===== config.mk =====
export PLATFORM = sky130hd
export DESIGN_NAME = otter_mcu_core_flat
export DESIGN_NICKNAME = d
export VERILOG_FILES = /design/src/rtl/otter_mcu_core_if.sv /design/src/rtl/otter_mcu_core.sv /design/src/flat_wrapper.sv
export SDC_FILE = /design/constraint.sdc
export NUM_CORES = 2
export LEC_CHECK = 0
export ABC_AREA = 1
export BUFFER_PORTS_ARGS = -buffer_cell sky130_fd_sc_hd__buf_2
export CAP_MARGIN = 20
export CORE_ASPECT_RATIO = 0.8
export CORE_MARGIN = 2
export CORE_UTILIZATION = 40
export CTS_CLUSTER_SIZE = 28
export DETAILED_ROUTE_END_ITERATION = 6
export PLACE_DENSITY_LB_ADDON = 0.25
export SLEW_MARGIN = 10
export SYNTH_ARGS = -nofsm -noshare
export SYNTH_HDL_FRONTEND = slang
export SYNTH_SLANG_ARGS = --single-unit

===== constraint.sdc =====
create_clock -name i_clk -period 11.05 [get_ports i_clk]
set_input_delay 0.5525 -clock i_clk [delete_from_list [all_inputs] [get_ports i_clk]]
set_output_delay 0.5525 -clock i_clk [all_outputs]
set_load 0.02 [all_outputs]

===== src/rtl/otter_mcu_core_if.sv =====
// Bus bundle between the OTTER core and its instruction memory, data memory and interrupt sources.
// The core side is the master; memories and the interrupt aggregator sit on the slave side.
interface otter_mcu_core_if;
    logic [31:0] i_intrpt;
    logic [31:0] i_imem_r_data;
    logic [31:0] o_imem_addr;
    logic [31:0] i_dmem_r_data;
    logic        o_dmem_re;
    logic        o_dmem_we;
    logic [3:0]  o_dmem_sel;
    logic [31:0] o_dmem_addr;
    logic [31:0] o_dmem_w_data;

    modport master (
        input  i_intrpt, i_imem_r_data, i_dmem_r_data,
        output o_imem_addr, o_dmem_re, o_dmem_we, o_dmem_sel, o_dmem_addr, o_dmem_w_data
    );

    modport slave (
        output i_intrpt, i_imem_r_data, i_dmem_r_data,
        input  o_imem_addr, o_dmem_re, o_dmem_we, o_dmem_sel, o_dmem_addr, o_dmem_w_data
    );
endinterface


===== src/rtl/otter_mcu_core.sv =====
// OTTER MCU: multi-cycle RV32I core with machine-mode CSRs and one external interrupt.
// state     | meaning
// FETCH     | PC on imem address, instruction word arrives next cycle
// EXEC      | decode/execute, retire everything except loads
// WRITEBACK | extract load data from dmem, write rd, retire
module otter_mcu_core #(
    parameter logic [31:0] RESET_VEC = 32'h0
) (
    input logic              i_clk,
    input logic              i_rst,
    otter_mcu_core_if.master bus
);
    localparam logic [6:0] OP_LOAD = 7'b0000011, OP_IMM = 7'b0010011, OP_AUIPC = 7'b0010111,
                           OP_STORE = 7'b0100011, OP_OP = 7'b0110011, OP_LUI = 7'b0110111,
                           OP_BRANCH = 7'b1100011, OP_JALR = 7'b1100111, OP_JAL = 7'b1101111,
                           OP_SYSTEM = 7'b1110011;

    typedef enum logic [1:0] {FETCH, EXEC, WRITEBACK} state_t;
    state_t state, state_nxt;

    logic [31:0] pc;
    logic [31:0] rf [0:31];
    logic        mstatus_mie, mstatus_mpie, mie_meie;
    logic [31:0] mtvec, mepc, mcause;
    logic [4:0]  ld_rd;
    logic [2:0]  ld_f3;
    logic [1:0]  ld_off;

    logic [31:0] ir, imm_i, imm_s, imm_b, imm_u, imm_j, rs1_val, rs2_val, ea;
    logic [6:0]  opcode;
    logic [4:0]  rd, rs1, rs2, ld_sh, wb_rd;
    logic [2:0]  f3;
    logic [11:0] csr_addr;
    logic [31:0] csr_rdata, csr_src, csr_wval, alu_b, alu_out, ld_word, ld_val;
    logic [31:0] wb_val, pc_seq, pc_tgt;
    logic        wb_en, csr_we, is_mret, br_taken, alt, retire, irq_take;

    function automatic logic [31:0] alu(input logic [31:0] a, input logic [31:0] b,
                                        input logic [2:0] op, input logic sub_sra);
        logic [31:0] r;
        case (op)
            3'b000: r = sub_sra ? a - b : a + b;
            3'b001: r = a << b[4:0];
            3'b010: r = {31'b0, $signed(a) < $signed(b)};
            3'b011: r = {31'b0, a < b};
            3'b100: r = a ^ b;
            3'b101: begin
                if (sub_sra) r = $signed(a) >>> b[4:0];
                else         r = a >> b[4:0];
            end
            3'b110: r = a | b;
            default: r = a & b;
        endcase
        return r;
    endfunction

    assign ir       = bus.i_imem_r_data;
    assign opcode   = ir[6:0];
    assign rd       = ir[11:7];
    assign f3       = ir[14:12];
    assign rs1      = ir[19:15];
    assign rs2      = ir[24:20];
    assign csr_addr = ir[31:20];
    assign imm_i    = {{20{ir[31]}}, ir[31:20]};
    assign imm_s    = {{20{ir[31]}}, ir[31:25], ir[11:7]};
    assign imm_b    = {{19{ir[31]}}, ir[31], ir[7], ir[30:25], ir[11:8], 1'b0};
    assign imm_u    = {ir[31:12], 12'b0};
    assign imm_j    = {{11{ir[31]}}, ir[31], ir[19:12], ir[20], ir[30:21], 1'b0};
    assign rs1_val  = (rs1 == 5'd0) ? 32'b0 : rf[rs1];
    assign rs2_val  = (rs2 == 5'd0) ? 32'b0 : rf[rs2];
    assign ea       = rs1_val + ((opcode == OP_STORE) ? imm_s : imm_i);
    assign pc_seq   = pc + 32'd4;
    assign alt      = ir[30] & ((opcode == OP_OP) | (f3 == 3'b101));
    assign alu_b    = (opcode == OP_OP) ? rs2_val : imm_i;
    assign alu_out  = alu(rs1_val, alu_b, f3, alt);
    assign csr_src  = f3[2] ? {27'b0, rs1} : rs1_val;
    assign retire   = (state == EXEC && opcode != OP_LOAD) || state == WRITEBACK;
    assign irq_take = retire && (|bus.i_intrpt) && mstatus_mie && mie_meie;

    always_comb begin
        csr_rdata = 32'b0;
        case (csr_addr)
            12'h300: csr_rdata = {24'b0, mstatus_mpie, 3'b0, mstatus_mie, 3'b0};
            12'h304: csr_rdata = {20'b0, mie_meie, 11'b0};
            12'h305: csr_rdata = mtvec;
            12'h341: csr_rdata = mepc;
            12'h342: csr_rdata = mcause;
            default: csr_rdata = 32'b0;
        endcase
    end

    always_comb begin
        case (f3[1:0])
            2'b01:   csr_wval = csr_src;
            2'b10:   csr_wval = csr_rdata | csr_src;
            default: csr_wval = csr_rdata & ~csr_src;
        endcase
        case (f3)
            3'b000:  br_taken = rs1_val == rs2_val;
            3'b001:  br_taken = rs1_val != rs2_val;
            3'b100:  br_taken = $signed(rs1_val) < $signed(rs2_val);
            3'b101:  br_taken = $signed(rs1_val) >= $signed(rs2_val);
            3'b110:  br_taken = rs1_val < rs2_val;
            3'b111:  br_taken = rs1_val >= rs2_val;
            default: br_taken = 1'b0;
        endcase
    end

    // Halves follow the same lane pairing as SH: offset 1 reads the low half, 3 the high half.
    always_comb begin
        case (ld_f3[1:0])
            2'b00:   ld_sh = {ld_off, 3'b000};
            2'b01:   ld_sh = {ld_off[1], 4'b0000};
            default: ld_sh = 5'd0;
        endcase
        ld_word = bus.i_dmem_r_data >> ld_sh;
        case (ld_f3)
            3'b000:  ld_val = {{24{ld_word[7]}}, ld_word[7:0]};
            3'b001:  ld_val = {{16{ld_word[15]}}, ld_word[15:0]};
            3'b100:  ld_val = {24'b0, ld_word[7:0]};
            3'b101:  ld_val = {16'b0, ld_word[15:0]};
            default: ld_val = ld_word;
        endcase
    end

    always_comb begin
        wb_en   = 1'b0;
        wb_rd   = rd;
        wb_val  = 32'b0;
        pc_tgt  = pc_seq;
        csr_we  = 1'b0;
        is_mret = 1'b0;
        if (state == EXEC) begin
            case (opcode)
                OP_OP, OP_IMM: begin wb_en = 1'b1; wb_val = alu_out; end
                OP_LUI:        begin wb_en = 1'b1; wb_val = imm_u; end
                OP_AUIPC:      begin wb_en = 1'b1; wb_val = pc + imm_u; end
                OP_JAL:        begin wb_en = 1'b1; wb_val = pc_seq; pc_tgt = pc + imm_j; end
                OP_JALR:       begin wb_en = 1'b1; wb_val = pc_seq; pc_tgt = ea & ~32'h1; end
                OP_BRANCH:     if (br_taken) pc_tgt = pc + imm_b;
                OP_SYSTEM: begin
                    if (f3[1:0] == 2'b00) begin
                        if (ir == 32'h30200073) begin
                            is_mret = 1'b1;
                            pc_tgt  = mepc;
                        end
                    end else begin
                        wb_en  = 1'b1;
                        wb_val = csr_rdata;
                        csr_we = 1'b1;
                    end
                end
                default: ;
            endcase
        end else if (state == WRITEBACK) begin
            wb_en  = 1'b1;
            wb_rd  = ld_rd;
            wb_val = ld_val;
        end
    end

    always_ff @(posedge i_clk or negedge i_rst) begin
        if (!i_rst) state <= FETCH;
        else        state <= state_nxt;
    end

    always_comb begin
        state_nxt = state;
        case (state)
            FETCH:     state_nxt = EXEC;
            EXEC:      state_nxt = (opcode == OP_LOAD) ? WRITEBACK : FETCH;
            WRITEBACK: state_nxt = FETCH;
            default:   state_nxt = FETCH;
        endcase
    end

    always_comb begin
        bus.o_imem_addr   = pc;
        bus.o_dmem_re     = (state == EXEC) && (opcode == OP_LOAD);
        bus.o_dmem_we     = (state == EXEC) && (opcode == OP_STORE);
        bus.o_dmem_sel    = 4'b0;
        bus.o_dmem_addr   = 32'b0;
        bus.o_dmem_w_data = 32'b0;
        if (bus.o_dmem_re || bus.o_dmem_we) begin
            bus.o_dmem_addr = {ea[31:2], 2'b00};
            case (f3[1:0])
                2'b00:   bus.o_dmem_sel = 4'b0001 << ea[1:0];
                2'b01:   bus.o_dmem_sel = 4'b0011 << {ea[1], 1'b0};
                default: bus.o_dmem_sel = 4'b1111;
            endcase
        end
        if (bus.o_dmem_we) begin
            case (f3[1:0])
                2'b00:   bus.o_dmem_w_data = {4{rs2_val[7:0]}};
                2'b01:   bus.o_dmem_w_data = {2{rs2_val[15:0]}};
                default: bus.o_dmem_w_data = rs2_val;
            endcase
        end
    end

    // Interrupt entry is assigned last so it overrides any CSR write by the retiring instruction.
    always_ff @(posedge i_clk or negedge i_rst) begin
        if (!i_rst) begin
            pc           <= RESET_VEC;
            for (int i = 0; i < 32; i++) rf[i] <= 32'b0;
            mstatus_mie  <= 1'b0;
            mstatus_mpie <= 1'b0;
            mie_meie     <= 1'b0;
            mtvec        <= 32'b0;
            mepc         <= 32'b0;
            mcause       <= 32'b0;
            ld_rd        <= 5'd0;
            ld_f3        <= 3'd0;
            ld_off       <= 2'd0;
        end else begin
            if (state == EXEC && opcode == OP_LOAD) begin
                ld_rd  <= rd;
                ld_f3  <= f3;
                ld_off <= ea[1:0];
            end
            if (wb_en && wb_rd != 5'd0) rf[wb_rd] <= wb_val;
            if (retire) pc <= irq_take ? {mtvec[31:2], 2'b00} : pc_tgt;
            if (csr_we) begin
                case (csr_addr)
                    12'h300: begin mstatus_mie <= csr_wval[3]; mstatus_mpie <= csr_wval[7]; end
                    12'h304: mie_meie <= csr_wval[11];
                    12'h305: mtvec <= csr_wval;
                    12'h341: mepc <= csr_wval;
                    12'h342: mcause <= csr_wval;
                    default: ;
                endcase
            end
            if (is_mret) begin
                mstatus_mie  <= mstatus_mpie;
                mstatus_mpie <= 1'b1;
            end
            if (irq_take) begin
                mepc         <= pc_tgt;
                mcause       <= 32'h8000000B;
                mstatus_mpie <= mstatus_mie;
                mstatus_mie  <= 1'b0;
            end
        end
    end
endmodule


===== src/flat_wrapper.sv =====
// flat-port wrapper written by rule: the top's interface ports become plain ports
module otter_mcu_core_flat 
#(
    parameter logic [31:0] RESET_VEC = 32'h0
)
  (i_clk, i_rst, bus_i_intrpt, bus_i_imem_r_data, bus_i_dmem_r_data, bus_o_imem_addr, bus_o_dmem_re, bus_o_dmem_we, bus_o_dmem_sel, bus_o_dmem_addr, bus_o_dmem_w_data);
  otter_mcu_core_if bus_i ();
  input logic i_clk;
  input logic i_rst;
  input wire logic [$bits(bus_i.i_intrpt)-1:0] bus_i_intrpt;
  input wire logic [$bits(bus_i.i_imem_r_data)-1:0] bus_i_imem_r_data;
  input wire logic [$bits(bus_i.i_dmem_r_data)-1:0] bus_i_dmem_r_data;
  output wire logic [$bits(bus_i.o_imem_addr)-1:0] bus_o_imem_addr;
  output wire logic [$bits(bus_i.o_dmem_re)-1:0] bus_o_dmem_re;
  output wire logic [$bits(bus_i.o_dmem_we)-1:0] bus_o_dmem_we;
  output wire logic [$bits(bus_i.o_dmem_sel)-1:0] bus_o_dmem_sel;
  output wire logic [$bits(bus_i.o_dmem_addr)-1:0] bus_o_dmem_addr;
  output wire logic [$bits(bus_i.o_dmem_w_data)-1:0] bus_o_dmem_w_data;
  assign bus_i.i_intrpt = bus_i_intrpt;
  assign bus_i.i_imem_r_data = bus_i_imem_r_data;
  assign bus_i.i_dmem_r_data = bus_i_dmem_r_data;
  assign bus_o_imem_addr = bus_i.o_imem_addr;
  assign bus_o_dmem_re = bus_i.o_dmem_re;
  assign bus_o_dmem_we = bus_i.o_dmem_we;
  assign bus_o_dmem_sel = bus_i.o_dmem_sel;
  assign bus_o_dmem_addr = bus_i.o_dmem_addr;
  assign bus_o_dmem_w_data = bus_i.o_dmem_w_data;
  otter_mcu_core #(.RESET_VEC(RESET_VEC)) u_core (.i_clk(i_clk), .i_rst(i_rst), .bus(bus_i));
endmodule

==> out/metrics.cfg <==
[outcome]
violations=DRC
status=complete, but fails checks

[routing]
post_drt_wl_per_cell_um=29.7
ant_nets=0
routed_via_density=6.21
first_pass_iters=7
vias=97252
wl_um=466000
drcViolationCount=7
drt_iter0_markers=16965

[yosys]
synth_top_area_cell=dfrtp_1
synth.avg_cell_area_um2=6.49
netlist_area_um2=84600
synth-seq-area-share=0.345
ys.flop_type=dfrtp_1
yosysUniqueCellTypes=70
ys_ff_latch=1167
ys_warn_count=0
synth_top_area_frac=0.345
ys_top_cells_by_area=dfrtp_1 35%, nand2_1 24%, nand3_1 6.5%
synth-edff-count=0
synth_cells=13046
synthArstFlopShare=1.00

[setup_path]
critPathBufInv=8
path_class=primary input to flip-flop
crit_top_cell=nand2_1
worstSetupEndpointType=flip-flop
critical_path.top_delay_family=simple AND/OR/NAND/NOR gates
r2r_slack_ps=3700
worstPathMaxFanout=52
cp.required_ps=11720
cpPeakStageDelay_ps=690
start_kind=primary input
worstPathArrival_ps=8980
cp_slowest_cell=nor2_4

[pwr]
power.density_nw_per_um2=143
vdd_drop_max_mv=0.123
p_leak_nw=46.2

[die]
io_pins=200
coreArea_um2=210000
die_h_um=415
rows=150
fp.dieArea_um2=215000
initial_core_util=0.404
die_w_um=518

[hold_path]
hp-class=primary input to flip-flop

[sta]
setup_viol=0
grt_setup_unrepaired=no
timing.final.ws_setup_ps=2740
timing.slew.headroom=0.0787
min_period_ps=8310
fin_skew_ps=63.2
drv_slew=0
finalHoldViolCount=0
fin_tns_setup_ps=0
fmax_mhz=120
layout_worst_path_cycle_share=0.752
worst_pin_slew_ps=1380

[place]
gp_congestion=1.09
portBuffers=197
dp_hpwl_um=313000
dpl_worst_slack_ps=2420

[layout]
multiInputGateArea_um2=48200
drive_above_1_share=0.0691
layout_commonest_cell=nand2_1
final_nets=13066
ff_latch_area_um2=29200
final_cell_mix=5,409 x nand2_1, 1,167 x dfrtp_1, 1,107 x nand3_1
syn_to_final_growth_pct=8.58
n_fill_cell=22091

[global_routing]
grt_max_degree=175
antenna_found_initial=33
grtUsageTotal=0.416
grt_overflow=0
grt_pass1_vias=86746
grt_pass1_wl_um=655000

[clocking]
numClockSinks=1167
cts_tree=yes
cts_root_buffer=clkbuf_16
clk_path_buf_depth=4
cts_hold_buffers=1
htreeDepth=4
clk_pin_slew_worst_paths_ps=60
cts_setup_buffers=0
clock_latency_ps=840
cts_buffers=138
ctsResizeCount=0

[flow_run]
drv_cap=0

==> through the flow <==
stage | instances | hold slack, ps | instance area (um2) | total power, mW | utilization
after detailed placement | 15411 | 363 | 87300 | 8.22 | 0.416
after global placement | 15407 | 360 | 87200 | 8.26 | 0.416
final | 15673 | 112 | 91900 | 13.2 | 0.438
after CTS | 15641 | 87.2 | 91800 | 12.9 | 0.438
after global routing | 15647 | 154 | 91800 | 13.5 | 0.438
after floorplan | 13047 | 257 | 84600 | 6.63 | -
==> cells in the mapped netlist (20+ instances only) <==
cell and count:
buf_6 60, o211ai_1 189, inv_1 745, o21bai_1 27, a21oi_1 631, xnor2_1 30, nand4_1 71, ha_1 219
nor4_1 35, or2_2 31, nor3_1 45, o31ai_1 36, a221oi_1 82, dfrtp_1 1167, o221ai_1 58, buf_4 99
o21ai_0 933, nand3_1 1107, nand2_1 5413, a31oi_1 20, xor2_1 67, buf_2 252, clkbuf_1 454, nand2_2 39
inv_2 21, nor2_1 702, o22ai_1 76, a22oi_1 142, o21ai_1 48, buf_1 57
==> where the power goes <==
part	internal (mW)	switching (mW)	leakage, nW
clock	2.76	2.02	2.21
combinational	0.959	2.92	27.8
sequential	4.33	0.187	16.2
==> final timing paths <==
check / cells after the start / from / to
setup / recovery: 35 / bus_i_imem_r_data[20] / u_core.rf[619]
min in group asynchronous: 2 / i_rst / u_core.rf[987]
max in group asynchronous: 4 / i_rst / u_core.rf[363]
hold reg to reg: 0 / u_core.rf[1021] / u_core.rf[1021]
hold / removal: 4 / bus_i_imem_r_data[2] / u_core.state[1]
setup reg to reg: 27 / u_core.rf[171] / u_core.rf[87]
==> cells by family (layout without fill, tap and decap cells) <==
| logic type | after synthesis | after routing | synth area share |
|---|---|---|---|
| simple gates | 7485 | 7485 | 0.357 |
| compound gates | 2356 | 2356 | 0.163 |
| buf+inv | 1701 | 1486 | 0.0891 |
| flops | 1167 | 1167 | 0.345 |
| fa+ha+maj | 225 | 225 | 0.0338 |
| xor+xnor | 97 | 97 | 0.0100 |
| mux | 14 | 14 | 0.00174 |
| other cells | 1 | 31 | 0.0000443 |
==> tightest hold or removal path, stage by stage <==
cell and delay (ps):
buf_2 110, nor3_4 70, nand3_1 120, nor2_1 60
==> layer usage <==
layer	GRT usage	vias up	wire length [um]
li1	-	42033	-
met2	0.539	7765	175000
met5	0	-	144
met4	0.201	24	26700
met1	0.577	46082	186000
met3	0.184	1348	77300
==> layout make-up <==
type / instances / area share
clock inverters: 42 / 0.00591
well taps: 2812 / 0.0383
multi-input cells: 10179 / 0.525
clock buffers: 187 / 0.0427
flip-flops and latches: 1167 / 0.318
inverters: 778 / 0.0321
diodes: 29 / 0.000790
repair buffers: 479 / 0.0376
==> state kept, by name, summed over array words and instances (netlist names) <==
register / count
u_core.mie_meie: 1
u_core.mepc: 32
u_core.mstatus_mpie: 1
u_core.bus.o_imem_addr: 32
u_core.ld_f3: 3
u_core.rf: 1024
u_core.ld_off: 2
u_core.state: 2
u_core.mtvec: 32
u_core.mstatus_mie: 1
u_core.mcause: 32
u_core.ld_rd: 5
(Power assumes the default switching activity.)
